$ cat src/rtl/fetch_pkg.sv
// Shared types and constants for the instruction fetch stage.
package fetch_pkg;

  localparam int unsigned FETCH_XLEN       = 32;
  localparam int unsigned WORD_BYTES       = 4;
  localparam logic [31:0] DEFAULT_RESET_PC = 32'h0;

  typedef struct packed {
    logic [FETCH_XLEN-1:0] instr;
    logic [FETCH_XLEN-1:0] pc;
  } fetch_entry_t;

endpackage

$ cat src/rtl/fetch_fifo.sv
// Synchronous FIFO of fetched {instr, pc} entries; flush beats push, pop is always honoured.
module fetch_fifo
  import fetch_pkg::*;
#(
  parameter  int unsigned DEPTH = 2,
  localparam int unsigned PW    = (DEPTH > 1) ? $clog2(DEPTH) : 1,
  localparam int unsigned CW    = $clog2(DEPTH + 1)
) (
  input  logic          clk,
  input  logic          reset,
  input  logic          push,
  input  logic          pop,
  input  logic          flush,
  input  fetch_entry_t  wdata,
  output logic [CW-1:0] count,
  output fetch_entry_t  head
);

  fetch_entry_t  mem_q [DEPTH];
  logic [PW-1:0] rd_q, rd_d;
  logic [PW-1:0] wr_q, wr_d;
  logic [CW-1:0] cnt_q, cnt_d;

  // Pointers wrap explicitly so non-power-of-two depths work.
  function automatic logic [PW-1:0] ptr_inc(input logic [PW-1:0] p);
    return (p == PW'(DEPTH - 1)) ? '0 : p + 1'b1;
  endfunction

  always_comb begin
    rd_d  = rd_q;
    wr_d  = wr_q;
    cnt_d = cnt_q;
    if (flush) begin
      rd_d  = '0;
      wr_d  = '0;
      cnt_d = '0;
    end else begin
      if (push) wr_d = ptr_inc(wr_q);
      if (pop)  rd_d = ptr_inc(rd_q);
      cnt_d = cnt_q + CW'(push) - CW'(pop);
    end
  end

  always_ff @(posedge clk) begin
    if (reset) begin
      rd_q  <= '0;
      wr_q  <= '0;
      cnt_q <= '0;
      for (int unsigned i = 0; i < DEPTH; i++) mem_q[i] <= '0;
    end else begin
      rd_q  <= rd_d;
      wr_q  <= wr_d;
      cnt_q <= cnt_d;
      if (push && !flush) mem_q[wr_q] <= wdata;
    end
  end

  assign count = cnt_q;
  assign head  = mem_q[rd_q];

endmodule

$ cat src/rtl/instr_fetch_unit.sv
// Fetch stage: PC register, 1-cycle-latency imem requests, buffered words presented to decode
// via valid/ready, with branch redirect flushing buffered and in-flight words.
module instr_fetch_unit
  import fetch_pkg::*;
#(
  parameter int unsigned           DATA_WIDTH = 32,
  parameter logic [DATA_WIDTH-1:0] RESET_PC   = DEFAULT_RESET_PC,
  parameter int unsigned           BUF_DEPTH  = 2
) (
  input  logic                  clk,
  input  logic                  reset,
  input  logic                  PCSrc,
  input  logic [DATA_WIDTH-1:0] BranchTarget,
  input  logic                  dec_ready,
  output logic                  imem_req,
  output logic [DATA_WIDTH-1:0] imem_addr,
  input  logic [DATA_WIDTH-1:0] imem_rdata,
  output logic                  instr_valid,
  output logic [DATA_WIDTH-1:0] Instr,
  output logic [DATA_WIDTH-1:0] PC,
  output logic [DATA_WIDTH-1:0] PCPlus4
);

  localparam int unsigned CW = $clog2(BUF_DEPTH + 1);

  logic [DATA_WIDTH-1:0] fetch_pc_q, fetch_pc_d;
  logic [DATA_WIDTH-1:0] inflight_pc_q, inflight_pc_d;
  logic                  inflight_q, inflight_d;
  logic                  head_valid, pop, push, kill, issue;
  logic [CW-1:0]         count;
  logic [CW:0]           occupancy;
  fetch_entry_t          head, wdata;

  assign head_valid = !reset && (count != '0);
  assign pop        = head_valid && dec_ready;
  // A redirect or reset in the response cycle drops the word arriving from imem.
  assign kill       = reset || PCSrc;
  assign push       = inflight_q && !kill;
  assign occupancy  = (CW+1)'(count) + (CW+1)'(inflight_q) - (CW+1)'(pop);
  assign issue      = !kill && (occupancy < (CW+1)'(BUF_DEPTH));
  assign wdata      = '{instr: imem_rdata, pc: inflight_pc_q};

  always_comb begin
    fetch_pc_d    = fetch_pc_q;
    inflight_pc_d = inflight_pc_q;
    inflight_d    = issue;
    if (PCSrc) begin
      fetch_pc_d = BranchTarget & ~DATA_WIDTH'(WORD_BYTES - 1);
    end else if (issue) begin
      fetch_pc_d    = fetch_pc_q + DATA_WIDTH'(WORD_BYTES);
      inflight_pc_d = fetch_pc_q;
    end
  end

  always_ff @(posedge clk) begin
    if (reset) begin
      fetch_pc_q    <= RESET_PC;
      inflight_pc_q <= '0;
      inflight_q    <= 1'b0;
    end else begin
      fetch_pc_q    <= fetch_pc_d;
      inflight_pc_q <= inflight_pc_d;
      inflight_q    <= inflight_d;
    end
  end

  fetch_fifo #(
    .DEPTH(BUF_DEPTH)
  ) u_fifo (
    .clk   (clk),
    .reset (reset),
    .push  (push),
    .pop   (pop),
    .flush (PCSrc),
    .wdata (wdata),
    .count (count),
    .head  (head)
  );

  assign imem_req    = issue;
  assign imem_addr   = fetch_pc_q;
  assign instr_valid = head_valid;
  assign Instr       = head_valid ? head.instr : '0;
  assign PC          = head_valid ? head.pc : '0;
  assign PCPlus4     = head_valid ? head.pc + DATA_WIDTH'(WORD_BYTES) : '0;

endmodule

$ cat config.mk
export PLATFORM = sky130hd
export DESIGN_NAME = instr_fetch_unit
export DESIGN_NICKNAME = d
export VERILOG_FILES = /design/src/rtl/fetch_pkg.sv /design/src/rtl/fetch_fifo.sv /design/src/rtl/instr_fetch_unit.sv
export SDC_FILE = /design/constraint.sdc
export NUM_CORES = 1
export LEC_CHECK = 0
export ABC_AREA = 1
export CORE_ASPECT_RATIO = 0.75
export CORE_UTILIZATION = 54
export CTS_BUF_LIST = sky130_fd_sc_hd__clkbuf_4 sky130_fd_sc_hd__clkbuf_8
export DETAILED_ROUTE_END_ITERATION = 10
export PLACE_DENSITY_LB_ADDON = 0.2
export SLEW_MARGIN = 15
export SYNTH_ARGS = -nofsm -noshare
export SYNTH_HDL_FRONTEND = slang
export SYNTH_SLANG_ARGS = --single-unit
$ cat constraint.sdc
create_clock -name clk -period 3.27 [get_ports clk]
set_input_delay 0.327 -clock clk [delete_from_list [all_inputs] [get_ports clk]]
set_output_delay 0.327 -clock clk [all_outputs]
set_load 0.01 [all_outputs]
=== Word-level counts from Yosys, hierarchy flattened ===
Memory sizes are Yosys's and may differ from the RTL's. A register that Yosys moved wholly into a read port is not among the register bits.
Index checks and enable logic that the tools add are counted.

* Reductions and logical operators: 14
* Multiplexer cells: 17
* Order comparisons: 1
* Add/subtract/negate cells: 8
* Bitwise logic cells: 1

{| class="wikitable"
|+ Operators by type and width
! cell !! count
|-
| $mux 32 || 5
|-
| $add 32x3->32 const B || 2
|-
| $mux 64 || 1
|-
| $reduce_or 64->1 || 1
|-
| $mux 1 || 11
|-
| $logic_and 1x1->1 || 5
|-
| $reduce_bool 2->1 || 2
|-
| $add 2x1->3 || 1
|-
| $logic_not 1->1 || 3
|-
| $lt 3x2->1 const B || 1
|-
| $sub 3x1->3 || 1
|-
| $add 1x1->1 const B || 2
|-
| $add 2x1->2 || 1
|-
| $reduce_and 2->1 || 1
|-
| $reduce_or 2->1 || 1
|-
| $sub 2x1->2 || 1
|-
| $logic_or 1x1->1 || 1
|-
| $not 1->1 || 1
|}

* Bits in writable memories: 128
* Word-level logic and storage cells: 49
* Register bits: 69
* Memories kept: 1

{| class="wikitable"
|+ Memory list
! memory !! depth !! width !! read ports !! clocked after memory_dff !! wr ports !! RTL line !! source
|-
| u_fifo.mem_q || 2 || 64 || 1 || 1 || 2 || fetch_fifo.sv:19 || <nowiki>fetch_entry_t mem_q [DEPTH];</nowiki>
|}

=== Longest topological paths before layout ===
Gate-level depths: netlist (run 1).

* Depth in word-level cells: 9
* Depth in mapped cells: 20

=== Hierarchy ===
A second synthesis (run 1) with hierarchy kept.

* Cells, all modules: 1,255
* Area total of the unflattened synthesis: 10,436.3 um2

{| class="wikitable"
|+ By module, submodules not included
! module !! area each (um2) !! sequential area each (um2) !! cells an instance !! instances
|-
| fetch_fifo || 5,730.5 || 3,943.8 || 438 || 1
|-
| instr_fetch_unit || 4,705.8 || 1,221.2 || 817 || 1
|}

=== Worst setup path after synthesis (run 1) ===
Ideal clock, no wire load.

* Kind: input-to-reg
* Start point: in reset
* End point: mem u_fifo.mem_q[1][10] (netlist name) (enable)
* Data arrival time: 2.249 ns
* Slack: 0.347 ns
* Required time: 2.595 ns
* Setup time: 0.675 ns
* Stages: 9
* Cell sequence: buf_4 inv_1 nand2_2 inv_1 nand2_1 nor2_1 inv_2 clkbuf_1 nand2_1

{| class="wikitable"
|+ RTL lines
! item !! RTL line !! source
|-
| from (decl) || instr_fetch_unit.sv:11 || <nowiki>input logic reset,</nowiki>
|-
| to (decl) || fetch_fifo.sv:19 ||
|}

==> flow_summary.yaml, run 1 <==
worst_hold_path:
  hold_start: "BranchTarget[12]"
  timing.hold.worst.class: "in -> reg"
  hold_end: "imem_addr[12]"
  whs_path_depth: 3
routing:
  vias: 9140
  wl_per_cell_um: 14.2
  post-route-drc-count: 0
  firstDrtPassIters: 5
  drtIter0Drc: 779
  drtAntennaViolNets: 0
  totalWireLength_um: 26100
  routed_via_density: 4.98
final_layout:
  nFillCells: 1543
  areaGrowthSynthToFinish_pct: 26.8
  seqCellArea_sq_um: 5050
  multi_input_area_sq_um: 4130
  nets: 1650
  antennaDiodeCount: 0
  fin_area_sq_um: 12900
  drive_above_1_share: 0.0843
timing:
  rsz0062_at_grt: "true"
  fin_skew_ns: 0.00928
  slew_violations: 0
  setup_viol: 0
  max_freq_ghz: 0.317
  tns_ns: 0
  hold_viol: 0
  fin_crit_sh: 0.963
  finalCriticalPeriod_ns: 3.15
  layout_setup_ws_ns: 0.120
logic_synthesis:
  synth_top_area_frac: 0.366
  syn_inst: 1394
  synthArstFlopShare: 0
  yosys-top-cells-area: "edfxtp_1 (37%), nand2_1 (16%), dfxtp_1 (13%)"
  synth_edf_count: 124
  synth_ff_type: "edfxtp_1"
  synth_area_sq_um: 10200
  synth_area_per_cell_sq_um: 7.31
  synth_warnings: 0
  synth_largest_area_cell: "edfxtp_1"
  synth_seq_cells: 190
  yosysUniqueCellTypes: 38
  seq_area_frac_synth: 0.495
cts:
  numCtsBuffers: 17
  numClockSinks: 190
  cts.htree.levels: 4
  ctsHoldBuffers: 0
  clockBufferDepth: 2
  clock-root-buffer: "clkbuf_8"
  clkTransAtPathRegs_ns: 0.10
  clk_latency_ns: 0.44
  cts_tree: "done"
worst_setup_path:
  regToRegSetupSlack_ns: 0.30
  cp.required_ns: 2.94
  r2r-end: "imem_addr[31]"
  arrival_ns: 2.82
  r2r-start: "u_fifo.count[1]"
  startpoint_type: "flip-flop"
  critPathKind: "reg -> out"
  endpoint_kind: "output port"
  r2r_cells: 21
  worstPathMaxFanout: 11
power:
  swShare: 0.252
  p_clk_frac: 0.319
  power.switching_mw: 1.21
  peakVddDrop_mv: 0.270
  combPwrFrac: 0.111
  total_power_mw: 4.79
  power_density_nw_per_um2: 371
  p_int_mw: 3.59
  pwr-share-seq: 0.570
  leakagePower_nw: 5.62
place:
  placed_area_sq_um: 12400
  port_buffers: 189
  dpl.hpwl_um: 18800
  gp_congestion: 0.948
  detailedPlace.worstSlack_ns: 0.0738
global_route:
  antenna_found_initial: 0
  grt_overflow: 0
  grt_pass1_wl_um: 42000
  grt_util_all_layers: 0.275
  grt_pass1_vias: 8477
  grt_max_degree: 63
die:
  initial_utilization: 0.552
  rows: 43
  boundaryPins: 198
  die-area_sq_um: 19400
  die_y_um: 121
  die_w_um: 161
  core_area_sq_um: 18500
flow_run:
  maxCapViolations: 0
run_status:
  outcome: "complete, no violations"
-- per-stage QoR --
step | cells | hold WS (ns) | util
2_1_floorplan | 1399 | 0.444 | -
3_3_place_gp | 1802 | 0.456 | 0.671
3_5_place_dp | 1802 | 0.459 | 0.671
4_1_cts | 1835 | 0.434 | 0.694
5_1_grt | 1836 | 0.457 | 0.700
6_report | 1836 | 0.456 | 0.700
-- critical path: stages, from the launching register on --
cell             delay (ns)
dfxtp_4                0.48
buf_4                  0.22
nand2_1                0.08
nand2_1                0.16
nand2_2                0.11
nor2_2                 0.13
nand2_1                0.10
nor2_2                 0.17
o21ai_0                0.10
a21oi_1                0.24
clkdlybuf4s50_1        0.59
-- power groups by stage --
stage / combinational [mW] / sequential [mW] / clock [mW]
global route: 0.589 / 2.75 / 1.65
finish: 0.531 / 2.73 / 1.53
CTS: 0.526 / 2.73 / 1.55
detailed placement: 0.521 / 2.79 / 0
global placement: 0.509 / 2.78 / 0
floorplan: 0.282 / 2.78 / 0
-- routing by layer --
metal / up-vias / track usage / wire (um)
met4: 0 / 0.0601 / 170
met2: 361 / 0.433 / 11800
li1: 4662 / - / -
met3: 14 / 0.0502 / 2040
met5: - / 0 / 0
met1: 4103 / 0.395 / 12100
-- registers in the layout (all words and copies together), names as in the netlist, named ones only --
register,count
u_fifo.mem_q,124
imem_addr,30
inflight_pc_q,30
u_fifo.count,2
inflight_q,1
u_fifo.rd_q,1
u_fifo.wr_q,1
-- layout make-up --
class,instances,share of cell area
sequential,190,0.391
inverter,210,0.0614
multi-input combinational,936,0.320
clock inverter,13,0.0109
tap,247,0.0239
clock buffer,19,0.0193
timing repair buffer,221,0.173
-- synth_stat cells (2+ instances only) --
cell / n
a211oi_1: 4
a21oi_1: 69
a31oi_1: 3
buf_1: 7
buf_2: 14
buf_4: 9
buf_6: 2
clkbuf_1: 29
dfxtp_1: 66
edfxtp_1: 124
ha_1: 5
inv_1: 205
inv_2: 5
nand2_1: 421
nand2_2: 21
nand3_1: 55
nand3b_1: 4
nand4_1: 5
nor2_1: 243
nor2_2: 17
nor3_1: 6
o211ai_1: 2
o21ai_0: 54
xnor2_1: 3
xor2_1: 8
-- layout by cell type (no fill, tap or decap), types with 3 or more instances in the layout --
master,synthesis,layout
nor2_1,243,236
conb_1,1,6
xor2_1,8,8
inv_1,205,204
a211oi_1,4,4
o21ai_0,54,54
xnor2_1,3,3
clkinv_4,0,4
nor3_1,6,5
clkbuf_8,0,17
dlymetal6s2s_1,0,5
buf_4,9,25
nand3_1,55,55
clkinv_2,0,3
nand2_1,421,411
edfxtp_1,124,124
nand3b_1,4,4
a21oi_1,69,68
ha_1,5,4
nand4_1,5,5
dfxtp_1,66,64
nand2_2,21,31
clkdlybuf4s50_1,0,183
a31oi_1,3,3
nor2_4,1,5
nor2_2,17,20
inv_2,5,5
buf_12,1,6
-- kinds of logic after synthesis --
| group | count (synthesis) | share of synthesized area |
|---|---|---|
| and+or+nand+nor | 776 | 0.308 |
| buffers and inverters | 273 | 0.109 |
| DFF | 190 | 0.495 |
| AOI/OAI and AO/OA | 137 | 0.0703 |
| xor gates and xnor gates | 11 | 0.00946 |
| adders and majority gates | 6 | 0.00811 |
| other | 1 | 0.000368 |
-- timing repair --
item / CTS / global route
endpoints found under the setup margin: 17 / 20
gates resized for setup: 9 / 32
pin swaps: 1 / 0
setup buffers: 1 / 1
-- how the worst max path moves through the flow --
stage | startpoint | endpoint | slack, ns
6_report | flip-flop | PCPlus4[12] | 0.12
3_5_place_dp | reset | imem_req | 0.07
5_1_grt | flip-flop | PCPlus4[25] | -0.06
2_1_floorplan | reset | u_fifo.mem_q[1][10] | 0.35
3_3_place_gp | reset | imem_req | 0.13
4_1_cts | flip-flop | PCPlus4[16] | 0.003
No activity file was read; power rests on OpenSTA's default activity.
==> inputs of run 2 (changes only) <==
--- a/config.mk
+++ b/config.mk
@@ -11,6 +11,7 @@
 export CTS_BUF_LIST = sky130_fd_sc_hd__clkbuf_4 sky130_fd_sc_hd__clkbuf_8
 export DETAILED_ROUTE_END_ITERATION = 10
 export PLACE_DENSITY_LB_ADDON = 0.2
+export RECOVER_POWER = 25
 export SLEW_MARGIN = 15
 export SYNTH_ARGS = -nofsm -noshare
 export SYNTH_HDL_FRONTEND = slang
==> run 2 against run 1 <==
Effect of this change:
- combinational power shrank 2%
- sequential share of layout area grew 0.076 points
- non-clock buffer count is the same
- fmax grew 0.11%
- register-to-register slack is essentially flat
- die area is the same
- global-route usage is the same
- cell count is the same
- utilization shrank 0.14 points
==> flow_summary.yaml, run 2 (synthesis gave the netlist of run 1 again) <==
global_route:
  antenna_found_initial: 0
  busiest_layer: "met2"
  globalRouteMet1Util: 0.395
  grt_use_met3: 0.0502
  grt_max_degree: 63
  grt_use_met2: 0.433
  grt_pass1_vias: 8477
  grt_pass1_wl_um: 42000
  grt_util_all_layers: 0.275
  grt_overflow: 0
worst_setup_path:
  endpoint_kind: "output port"
  critPathKind: "reg -> out"
  r2r-start: "u_fifo.count[1]"
  arrival_ns: 2.82
  worstPathMaxFanout: 11
  critPathMaxStageDelay_ns: 0.59
  startpoint_type: "flip-flop"
  path_cells: "buf_4 > nand2_1 > nand2_1 > nand2_1 > nor2_2 > inv_1 > nor2_2 > inv_1 > a21oi_1 > clkdlybuf4s50_1"
  cp_slowest_cell: "clkdlybuf4s50_1"
  cp.required_ns: 2.94
  cp_common_cell: "nand2_1"
worst_hold_path:
  timing.hold.worst.class: "in -> reg"
  hold_start: "BranchTarget[12]"
final_layout:
  largest_reg_flops: 124
  fin_area_sq_um: 12900
  antennaDiodeCount: 0
  nets: 1650
  top_register: "u_fifo.mem_q"
  drive_above_1_share: 0.0812
  final_cell_mix: "nand2_1 (413), nor2_1 (236), inv_1 (205)"
  areaGrowthSynthToFinish_pct: 26.5
  layout.cells.most_common: "nand2_1"
  instances_no_fill: 1836
timing:
  maxSlewHeadroom: 0.334
  fin_crit_sh: 0.962
  finalCriticalPeriod_ns: 3.15
  tns_ns: 0
  tightest_slew_ns: 0.998
  hold_slack_ns: 0.452
  max_freq_ghz: 0.318
  hold_viol: 0
  slew_violations: 0
  setup_viol: 0
  rsz0062_at_grt: "true"
  fin_skew_ns: 0.0125
cts:
  numClockSinks: 190
  clkTransAtPathRegs_ns: 0.10
  clk_latency_ns: 0.45
  clockBufferDepth: 2
  numCtsBuffers: 17
  ctsHoldBuffers: 0
  clock-root-buffer: "clkbuf_8"
  cts_tree: "done"
  cts.htree.levels: 4
place:
  place_inst: 1802
  placed_area_sq_um: 12400
  port_buffers: 189
  dpl.hpwl_um: 18800
  gp_congestion: 0.948
routing:
  routed_via_density: 5.00
  firstDrtPassIters: 5
  drtIter0Drc: 769
  post-route-drc-count: 0
  vias: 9182
  drtAntennaViolNets: 0
  wl_per_cell_um: 14.2
  totalWireLength_um: 26100
die:
  boundaryPins: 198
  core_area_sq_um: 18500
  rows: 43
  die-area_sq_um: 19400
  die_w_um: 161
  initial_utilization: 0.552
  die_y_um: 121
run_status:
  outcome: "complete, no violations"
flow_run:
  maxCapViolations: 0
power:
  swShare: 0.253
  power_density_nw_per_um2: 371
  leakagePower_nw: 5.68
  peakVddDrop_mv: 0.271
  combPwrFrac: 0.109
  p_clk_frac: 0.320
  power.switching_mw: 1.21
  p_int_mw: 3.58
  pwr-share-seq: 0.571
==> run 2: cell types whose count changed in the layout (fill, tap and decap cells not counted), sizes merged <==
| cell | before | now |
|---|---|---|
| dlygate4sd3 | 0 | 31 |
| buf | 32 | 29 |
| clkbuf | 19 | 22 |
| clkdlybuf4s50 | 183 | 152 |
==> run 2: final timing paths <==
path	to	slack, ns	cells past startpoint
hold reg to reg	u_fifo.wr_q	0.47	2
setup reg to reg	imem_addr[31]	0.29	21
hold / removal	imem_addr[12]	0.45	3
setup / recovery	PCPlus4[13]	0.12	10
==> run 2: critical path, delay by kind of cell, from the launching register on <==
kind / cells / cell delay, ns
buf+inv: 4 / 0.94
simple gates: 5 / 0.71
flops: 1 / 0.48
compound gates: 1 / 0.24
==> run 2: metrics by stage <==
step	setup WS (ns)	total power [mW]	util
after floorplan	0.347	3.06	-
after global placement	0.130	3.29	0.671
after CTS	0.00262	4.81	0.694
final	0.123	4.78	0.698
after global routing	-0.0634	4.97	0.698
after detailed placement	0.0738	3.31	0.671
==> run 2: power by group through the flow <==
stage                     Combinational, mW  Clock, mW  Sequential [mW]
after floorplan                       0.282          0             2.78
after global placement                0.509          0             2.78
after detailed placement              0.521          0             2.79
after CTS                             0.526       1.55             2.73
after global routing                  0.577       1.65             2.75
final                                 0.520       1.53             2.73
==> run 2: timing repair <==
item / in CTS / in global routing
endpoints found under the setup margin: 17 / 20
setup buffers: 1 / 1
pin swaps: 1 / 0
resized for setup: 9 / 32
==> run 2: final cells by class <==
| cell class | instances | area, sq um |
|---|---|---|
| fill | 1548 | 5560 |
| sequential | 190 | 5050 |
| multi-input combinational | 936 | 4130 |
| timing repair buffer | 221 | 2220 |
| inverter | 210 | 793 |
| tap | 247 | 309 |
| clock buffer | 19 | 249 |
| clock inverter | 13 | 141 |
==> run 2: per-layer routing <==
layer  share of wire  wire, um
met2            0.45     11700
met1            0.46     12100
met5               0         0
met3           0.079      2080
met4          0.0084       220
